**src/rtl/spike_current_accumulator.sv**
```systemverilog
// ============================================================================
//  Module   : spike_current_accumulator
//  Purpose  : Accumulates weighted synaptic current per target neuron from
//             spike events, then streams the currents out at end of timestep.
//             Optional macro SPIKE_SAT_CNT_EN adds a saturation event counter.
//  Revision : 1.0 - initial release
// ============================================================================
`default_nettype none

module spike_current_accumulator #(
  parameter int NUM_NEURONS = 16,
  parameter int ID_W        = 4
) (
  input  logic              clk,
  input  logic              rst,
  input  logic              spike_valid,
  input  logic [ID_W-1:0]   spike_src,
  output logic              spike_ready,
  input  logic              step_end,
  output logic              w_rd_en,
  output logic [2*ID_W-1:0] w_addr,
  input  logic [16:0]       w_data,
  output logic              i_valid,
  input  logic              i_ready,
  output logic [ID_W-1:0]   i_idx,
  output logic [16:0]       i_data,
  output logic              step_done
`ifdef SPIKE_SAT_CNT_EN
  ,
  output logic [15:0]       sat_count
`endif
);

  typedef enum logic [1:0] {
    S_IDLE  = 2'd0,
    S_ACCUM = 2'd1,
    S_DRAIN = 2'd2,
    S_EMIT  = 2'd3
  } state_t;

  localparam logic [ID_W-1:0] LAST_IDX = ID_W'(NUM_NEURONS - 1);

  state_t              state_q, state_d;
  logic [ID_W-1:0]     src_q, src_d;
  logic [ID_W-1:0]     dst_q, dst_d;
  logic [ID_W-1:0]     idx_q, idx_d;
  logic                pend_q, pend_d;
  logic                done_q, done_d;
  logic [2*ID_W-1:0]   w_addr_q;
  logic                rd_vld_q;
  logic [ID_W-1:0]     rd_dst_q;
  logic [16:0]         acc_q [NUM_NEURONS];
  logic                emit_fire;
  logic [16:0]         add_res;

  // Sign-magnitude add, magnitude clipped to 16'hFFFF, never negative zero.
  function automatic logic [16:0] sm_add(input logic [16:0] a, input logic [16:0] b);
    logic [16:0] sum;
    logic [15:0] mag;
    logic        sgn;
    sum = '0;
    if (a[16] == b[16]) begin
      sum = {1'b0, a[15:0]} + {1'b0, b[15:0]};
      mag = sum[16] ? 16'hFFFF : sum[15:0];
      sgn = a[16];
    end else if (a[15:0] >= b[15:0]) begin
      mag = a[15:0] - b[15:0];
      sgn = a[16];
    end else begin
      mag = b[15:0] - a[15:0];
      sgn = b[16];
    end
    return {sgn && (mag != 16'h0000), mag};
  endfunction

  assign add_res = sm_add(acc_q[rd_dst_q], w_data);

  always_comb begin
    state_d     = state_q;
    src_d       = src_q;
    dst_d       = dst_q;
    idx_d       = idx_q;
    pend_d      = pend_q;
    done_d      = 1'b0;
    spike_ready = 1'b0;
    w_rd_en     = 1'b0;
    i_valid     = 1'b0;
    emit_fire   = 1'b0;
    if (step_end) pend_d = 1'b1;
    case (state_q)
      S_IDLE: begin
        spike_ready = !pend_q;
        if (spike_valid && !pend_q) begin
          src_d   = spike_src;
          dst_d   = '0;
          state_d = S_ACCUM;
        end else if (pend_q) begin
          // Clearing here also absorbs a coincident repeated step_end.
          pend_d  = 1'b0;
          idx_d   = '0;
          state_d = S_EMIT;
        end
      end
      S_ACCUM: begin
        w_rd_en = 1'b1;
        dst_d   = dst_q + 1'b1;
        if (dst_q == LAST_IDX) state_d = S_DRAIN;
      end
      S_DRAIN: state_d = S_IDLE;
      S_EMIT: begin
        i_valid = 1'b1;
        if (i_ready) begin
          emit_fire = 1'b1;
          idx_d     = idx_q + 1'b1;
          if (idx_q == LAST_IDX) begin
            done_d  = 1'b1;
            state_d = S_IDLE;
          end
        end
      end
      default: state_d = S_IDLE;
    endcase
  end

  assign w_addr    = (state_q == S_ACCUM) ? {src_q, dst_q} : w_addr_q;
  assign i_idx     = i_valid ? idx_q : '0;
  assign i_data    = i_valid ? acc_q[idx_q] : '0;
  assign step_done = done_q;

  always_ff @(posedge clk or posedge rst) begin
    if (rst) begin
      state_q  <= S_IDLE;
      src_q    <= '0;
      dst_q    <= '0;
      idx_q    <= '0;
      pend_q   <= 1'b0;
      done_q   <= 1'b0;
      w_addr_q <= '0;
      rd_vld_q <= 1'b0;
      rd_dst_q <= '0;
    end else begin
      state_q  <= state_d;
      src_q    <= src_d;
      dst_q    <= dst_d;
      idx_q    <= idx_d;
      pend_q   <= pend_d;
      done_q   <= done_d;
      w_addr_q <= w_addr;
      rd_vld_q <= w_rd_en;
      rd_dst_q <= dst_q;
    end
  end

  // Read data lands one cycle after issue; a pending read only exists in ACCUM/DRAIN.
  always_ff @(posedge clk or posedge rst) begin
    if (rst) begin
      for (int n = 0; n < NUM_NEURONS; n++) acc_q[n] <= '0;
    end else if (rd_vld_q) begin
      acc_q[rd_dst_q] <= add_res;
    end else if (emit_fire) begin
      acc_q[idx_q] <= '0;
    end
  end

`ifdef SPIKE_SAT_CNT_EN
  logic [15:0] sat_cnt_q;
  logic [16:0] mag_sum;
  logic        add_clip;

  assign mag_sum   = {1'b0, acc_q[rd_dst_q][15:0]} + {1'b0, w_data[15:0]};
  assign add_clip  = (acc_q[rd_dst_q][16] == w_data[16]) && mag_sum[16];
  assign sat_count = sat_cnt_q;

  always_ff @(posedge clk or posedge rst) begin
    if (rst) begin
      sat_cnt_q <= '0;
    end else if (rd_vld_q && add_clip && (sat_cnt_q != 16'hFFFF)) begin
      sat_cnt_q <= sat_cnt_q + 16'd1;
    end
  end
`endif

endmodule

`default_nettype wire
```
**config.mk**
```make
export PLATFORM = sky130hd
export DESIGN_NAME = spike_current_accumulator
export DESIGN_NICKNAME = d
export VERILOG_FILES = /design/src/rtl/spike_current_accumulator.sv
export SDC_FILE = /design/constraint.sdc
export NUM_CORES = 1
export LEC_CHECK = 0
export CAP_MARGIN = 20
export CORE_MARGIN = 5
export CORE_UTILIZATION = 55
export DETAILED_ROUTE_END_ITERATION = 10
export HOLD_SLACK_MARGIN = 0.15
export PLACE_DENSITY = 0.83
export SYNTH_ARGS = -nofsm -noshare
export SYNTH_HDL_FRONTEND = slang
export SYNTH_SLANG_ARGS = --single-unit
```
**constraint.sdc**
```tcl
create_clock -name clk -period 8.5 [get_ports clk]
set_input_delay 0.85 -clock clk [delete_from_list [all_inputs] [get_ports clk]]
set_output_delay 0.85 -clock clk [all_outputs]
set_load 0.03 [all_outputs]
```
# [Word level (Yosys, flattened, before mapping)]
# Index checks and enable logic that the tools add are counted.
[totals] out_inout_bits=33 mem_bits_ro=0 latch_bits=0 ramBits=0 mem_count=0 reg_bits=301 in_bits=26 elab_cells=111
[op_classes] muxes=45 n_reduce_logical=14 n_div=0 n_eq_ne=13 bitwise=4 n_addsub=5 multipliers=0 n_lt_le_gt_ge=5 shifts=0
[op_table] cell="272-bit 2-to-1 mux" count=2
[op_table] cell="272-bit bitwise AND" count=1
[op_table] cell="272-bit bitwise mux" count=1
[op_table] cell="272-bit inverter" count=1
[op_table] cell="17-bit binary-select mux with 4-bit select" count=2
[op_table] cell="17-bit demux with 4-bit select" count=2
[op_table] cell="17-bit 2-to-1 mux" count=7
[op_table] cell="16-bit 2-to-1 mux" count=3
[op_table] cell="16-bit subtractor" count=2
[op_table] cell="4-bit 2-to-1 mux" count=5
[op_table] cell="16-bit by 16-bit adder with 17-bit output" count=1
[op_table] cell="16-bit >= comparator" count=1
[op_table] cell="4-bit case mux with 2 select lines" count=2
[op_table] cell="16-bit nonzero test" count=1
[op_table] cell="1-bit 2-to-1 mux" count=14
[op_table] cell="2-bit inequality test, second input constant" count=6
[op_table] cell="5-bit >= comparator, second input constant" count=2
[op_table] cell="5-bit by 1-bit < comparator with 1-bit output, second input constant" count=2
[op_table] cell="2-bit 2-to-1 mux" count=5
[op_table] cell="4-bit inverter with 5-bit output" count=2
[op_table] cell="4-bit by 1-bit adder with 4-bit output, second input constant" count=2
[op_table] cell="4-bit == test, second input constant" count=2
[op_table] cell="8-bit 2-to-1 mux" count=1
[op_table] cell="2-bit case mux with 4 select lines" count=1
[op_table] cell="other kinds (10)" count=18

# [Logic depth before layout (Yosys ltp)]
[depth] depth_word=11 mapped_depth=24 depth_no_buf=16

# [Least setup slack after synthesis]
# No wires, ideal clock.
[synth_path] path_type="register to register" from="register rd_dst_q[0]" to="register acc_q[101] (netlist name)" setup_slack_ns=2.300 arrival_time_ns=6.081 setup_ns=0.119 t_required_ns=8.381 period_less_slack_ns=6.200 stages_incl_launch_ff=21 n_path_buf=6 cell_sequence="dfrtp_1 > buf_4 > buf_2 > buf_1 > buf_1 > mux4_2 > mux4_2 > ha_1 > fa_1 > nor2b_1 > o211a_1 > o31a_1 > o2111ai_1 > o211ai_1 > or3_1 > a32o_1 > buf_6 > a2111o_1 > nor4_4 > buf_6 > o21ai_2"
[synth_between] elab_chain_cells=11 elab_cells_between_ends=23 cone_classes="add/sub (3); order compare (3); eq/ne (1); mux (12); bitwise (1); reduce/logical (3)"
[synth_lines] element="start, declared" line="51" rtl="logic [ID_W-1:0] rd_dst_q;"
[synth_lines] element="start signal, assigned" line="150" rtl="rd_dst_q <= dst_q;"
[synth_lines] element="4-bit inverter with 5-bit output (implied by the code) *" line="76, 159"
[synth_lines] element="17-bit binary-select mux with 4-bit select" line="76" rtl="assign add_res = sm_add(acc_q[rd_dst_q], w_data);"
[synth_lines] element="17-bit 2-to-1 mux (implied by the code) (2 in series)" line="76"
[synth_lines] element="16-bit subtractor, or another cell as far along" line="70" rtl="mag = b[15:0] - a[15:0];"
[synth_lines] element="16-bit 2-to-1 mux (on tied branches)" line="66, 64"
[synth_lines] element="16-bit 2-to-1 mux" line="62" rtl="if (a[16] == b[16]) begin"
[synth_lines] element="16-bit nonzero test" line="73" rtl="return {sgn && (mag != 16'h0000), mag};"
[synth_lines] element="1-bit logical AND" line="73"
[synth_lines] element="272-bit bitwise mux *" line="159" rtl="acc_q[rd_dst_q] <= add_res;"
[synth_lines] element="272-bit 2-to-1 mux *" line="158" rtl="end else if (rd_vld_q) begin"
[synth_lines] element="end signal, assigned by index" line="159"
[synth_lines] element="end, declared" line="52" rtl="logic [16:0] acc_q [NUM_NEURONS];"
# Every way passes the cells marked *; elsewhere a longest branch is shown, timed or not. The select of a mux whose other input is x is not followed.
# A chain may end at the register's enable or synchronous reset.

# [Worst setup path after layout]
[layout_path] from="register rd_dst_q[0]" to="register acc_q[271] (netlist name)"
# Same word-level chain as after synthesis.

==> flow_summary_export.csv <==
group,metric,value,unit
status,outcome,"finished clean",
clock_network,cts_root_buffer,"clkbuf_16",
finish,final_common_cell,"dfrtp_1",
synthesis,synthCells,1640,
hold_path,hp-class,"flip-flop to flip-flop",
synthesis,syn_nets,1723,
timing,timing.fmax,137,MHz
setup_path,worstPathRequired,8.94,ns
synthesis,synth-seq-cells,301,
setup_path,critPathArrivalTime,7.72,ns
global_routing,grtUsageTotal,0.325,
timing,setup_viol,0,
synthesis,avgSynthCellArea,11.0,sq um
floorplanning,fp.dieH,191,microns
drt,vias,15300,
clock_network,clock_path_buffers,3,
timing,hold_violations,0,
finish,nFillCells,2470,
synthesis,synth_edf_count,0,
placement,numPortBuffers,58,
floorplanning,io_pins,59,
floorplanning,rows,66,
setup_path,r2r-start,"rd_dst_q[0]",
setup_path,crit_start,"rd_dst_q[0]",
drt,viasPerCell,7.17,
hold_path,hold_depth,0,
run,maxCapViolations,0,
timing,min_period,7.29,ns
timing,relSlewSlack,0.201,
setup_path,path_class,"flip-flop to flip-flop",
drt,ant_nets,0,
clock_network,cts.htree.levels,1,
timing,fin_tns_setup,0,ns
clock_network,cts_inserted_buffers,30,
finish,syn_to_final_growth,12.1,%
setup_path,rrSetupSlack,1.21,ns
clock_network,post_cts_resized,0,
synthesis,synth_area,18100,sq um
synthesis,seq_area_frac_synth,0.416,
floorplanning,start_util,0.556,
timing,rsz0062_at_grt,"no",
drt,totalWireLength,59900,microns
timing,period_share,0.857,
drt,drtIter0Drc,2354,
placement,dp_hpwl,37300,microns
synthesis,yosys.area.top_type_share,0.416,
global_routing,gr-total-overflow,0,
setup_path,cp-endpoint,"acc_q[271]",
drt,wl_met2,26900,microns
global_routing,grt_pass1_wl,90700,microns
synthesis,yosysWarnings,0,
floorplanning,die_w,191,microns
drt,drtPass1Iterations,8,
finish,mostFrequentLayoutCells,"dfrtp_1, nand2_1, o21ai_0",
floorplanning,die_area,36600,sq um
clock_network,clkTransAtPathRegs,0.07,ns
clock_network,clkLatencyLatePin,0.57,ns
synthesis,yosysTopAreaCell,"dfrtp_1",
clock_network,postCtsHoldBufs,0,
setup_path,path_max_fanout,41,
setup_path,timing.rr.end,"acc_q[271]",
drt,wl_per_cell,28.1,microns
clock_network,cts_tree,"built",
global_routing,antenna_found_initial,1,
clock_network,post-cts-setup-buffer-count,0,
global_routing,grt_max_degree,80,
placement,gp_congestion,1.01,
finish,drive_gt1_frac,0.190,
synthesis,synth_top_flop_cell,"dfrtp_1",
clock_network,cts.sinks,301,
finish,n_antenna_cell,0,
timing,finalClockSkew,0.0169,ns
drt,top_layer,"met5",
drt,drcViolationCount,0,
synthesis,synthArstFlopShare,1.00,
drt,wl_met3,8180,microns
setup_path,ff2ff_path_depth,15,
global_routing,grt_pass1_vias,15400,
setup_path,start_kind,"flip-flop",
synthesis,synth_cell_types,76,
synthesis,yosys-top-cells-area,"dfrtp_1, mux4_2, nand2_1",
finish,finish.net_count,1752,
setup_path,worstSetupEndpointType,"flip-flop",
drt,met1_length,20900,microns
timing,drv_slew,0,
floorplanning,fp.coreArea,32500,sq um
timing,worstMarginPinSlew,1.20,ns
==> layer usage <==
metal / GRT usage / vias to the layer above
met5: 0 / -
met4: 0.162 / 2
met3: 0.0979 / 337
met2: 0.503 / 1259
met1: 0.421 / 7532
li1: - / 6175
==> how the worst min path moves through the flow <==
stage	start	endpoint	slack (ns)
after floorplan	dst_q[1]	rd_dst_q[1]	0.42
after global placement	dst_q[1]	rd_dst_q[1]	0.44
after detailed placement	dst_q[2]	rd_dst_q[2]	0.46
after CTS	dst_q[1]	rd_dst_q[1]	0.47
after global routing	dst_q[1]	rd_dst_q[1]	0.49
final	dst_q[1]	rd_dst_q[1]	0.47
==> synth_stat cells, types with 14 or more instances <==
cell type  count
nand2b_1      14
buf_1         16
o21ai_0      190
dfrtp_1      301
nand3_1       28
nor2_1        49
a21oi_1       53
a21o_1        16
inv_1         54
nor3_1        21
ha_1          54
nand2_1      265
mux4_2       165
clkbuf_1      78
a22o_1        99
and2_1        21
==> cells by family after synthesis <==
family | Yosys count | synth area share
buffers and inverters | 171 | 0.0395
adder cells (fa/ha/maj) | 57 | 0.0406
multiplexers | 186 | 0.218
XOR/XNOR | 6 | 0.00290
AO/OA/AOI/OAI | 469 | 0.171
flip-flops | 301 | 0.416
AND/OR/NAND/NOR | 450 | 0.112
==> cell type report <==
class	instances	area [sq um]	share of cell area
clock inverters	17	211	0.0104
well taps	442	553	0.0272
flip-flops and latches	301	7540	0.372
inverters	54	206	0.0102
repair buffers	114	1040	0.0513
multi-input cells	1168	9870	0.486
clock buffers	38	872	0.0430
==> worst max-delay path, cell delays in order, from the launching register on <==
cell and delay [ns]:
dfrtp_4 0.99, buf_4 0.49, mux4_2 0.63, mux4_2 0.56, ha_1 0.59, nand4_1 0.28
nor3_1 0.29, a2bb2oi_1 0.19, and2_1 0.47, o311ai_0 0.65, nand3_1 0.17, a2bb2oi_2 0.69
nand4b_1 0.24, nor4_4 0.31, buf_4 0.32, o21ai_0 0.16
==> flip-flops by register name, indices dropped and copies added (netlist names) <==
signal / count
w_addr_q: 8
state_q: 2
rd_vld_q: 1
src_q: 4
dst_q: 4
acc_q: 272
step_done: 1
rd_dst_q: 4
idx_q: 4
pend_q: 1
==> stage by stage <==
step / setup slack (ns) / utilization / hold slack, ns / instances / area (sq um)
2_1_floorplan: 2.30 / - / 0.416 / 1640 / 18100
3_3_place_gp: 1.75 / 0.588 / 0.444 / 2075 / 19100
3_5_place_dp: 1.59 / 0.588 / 0.455 / 2075 / 19100
4_1_cts: 1.48 / 0.622 / 0.471 / 2130 / 20200
5_1_grt: 0.884 / 0.624 / 0.490 / 2134 / 20300
6_report: 1.21 / 0.624 / 0.467 / 2134 / 20300
Power is left out: the tool's default activity adds up to more than one toggle a clock period on the data nets, which glitch-free logic cannot reach.
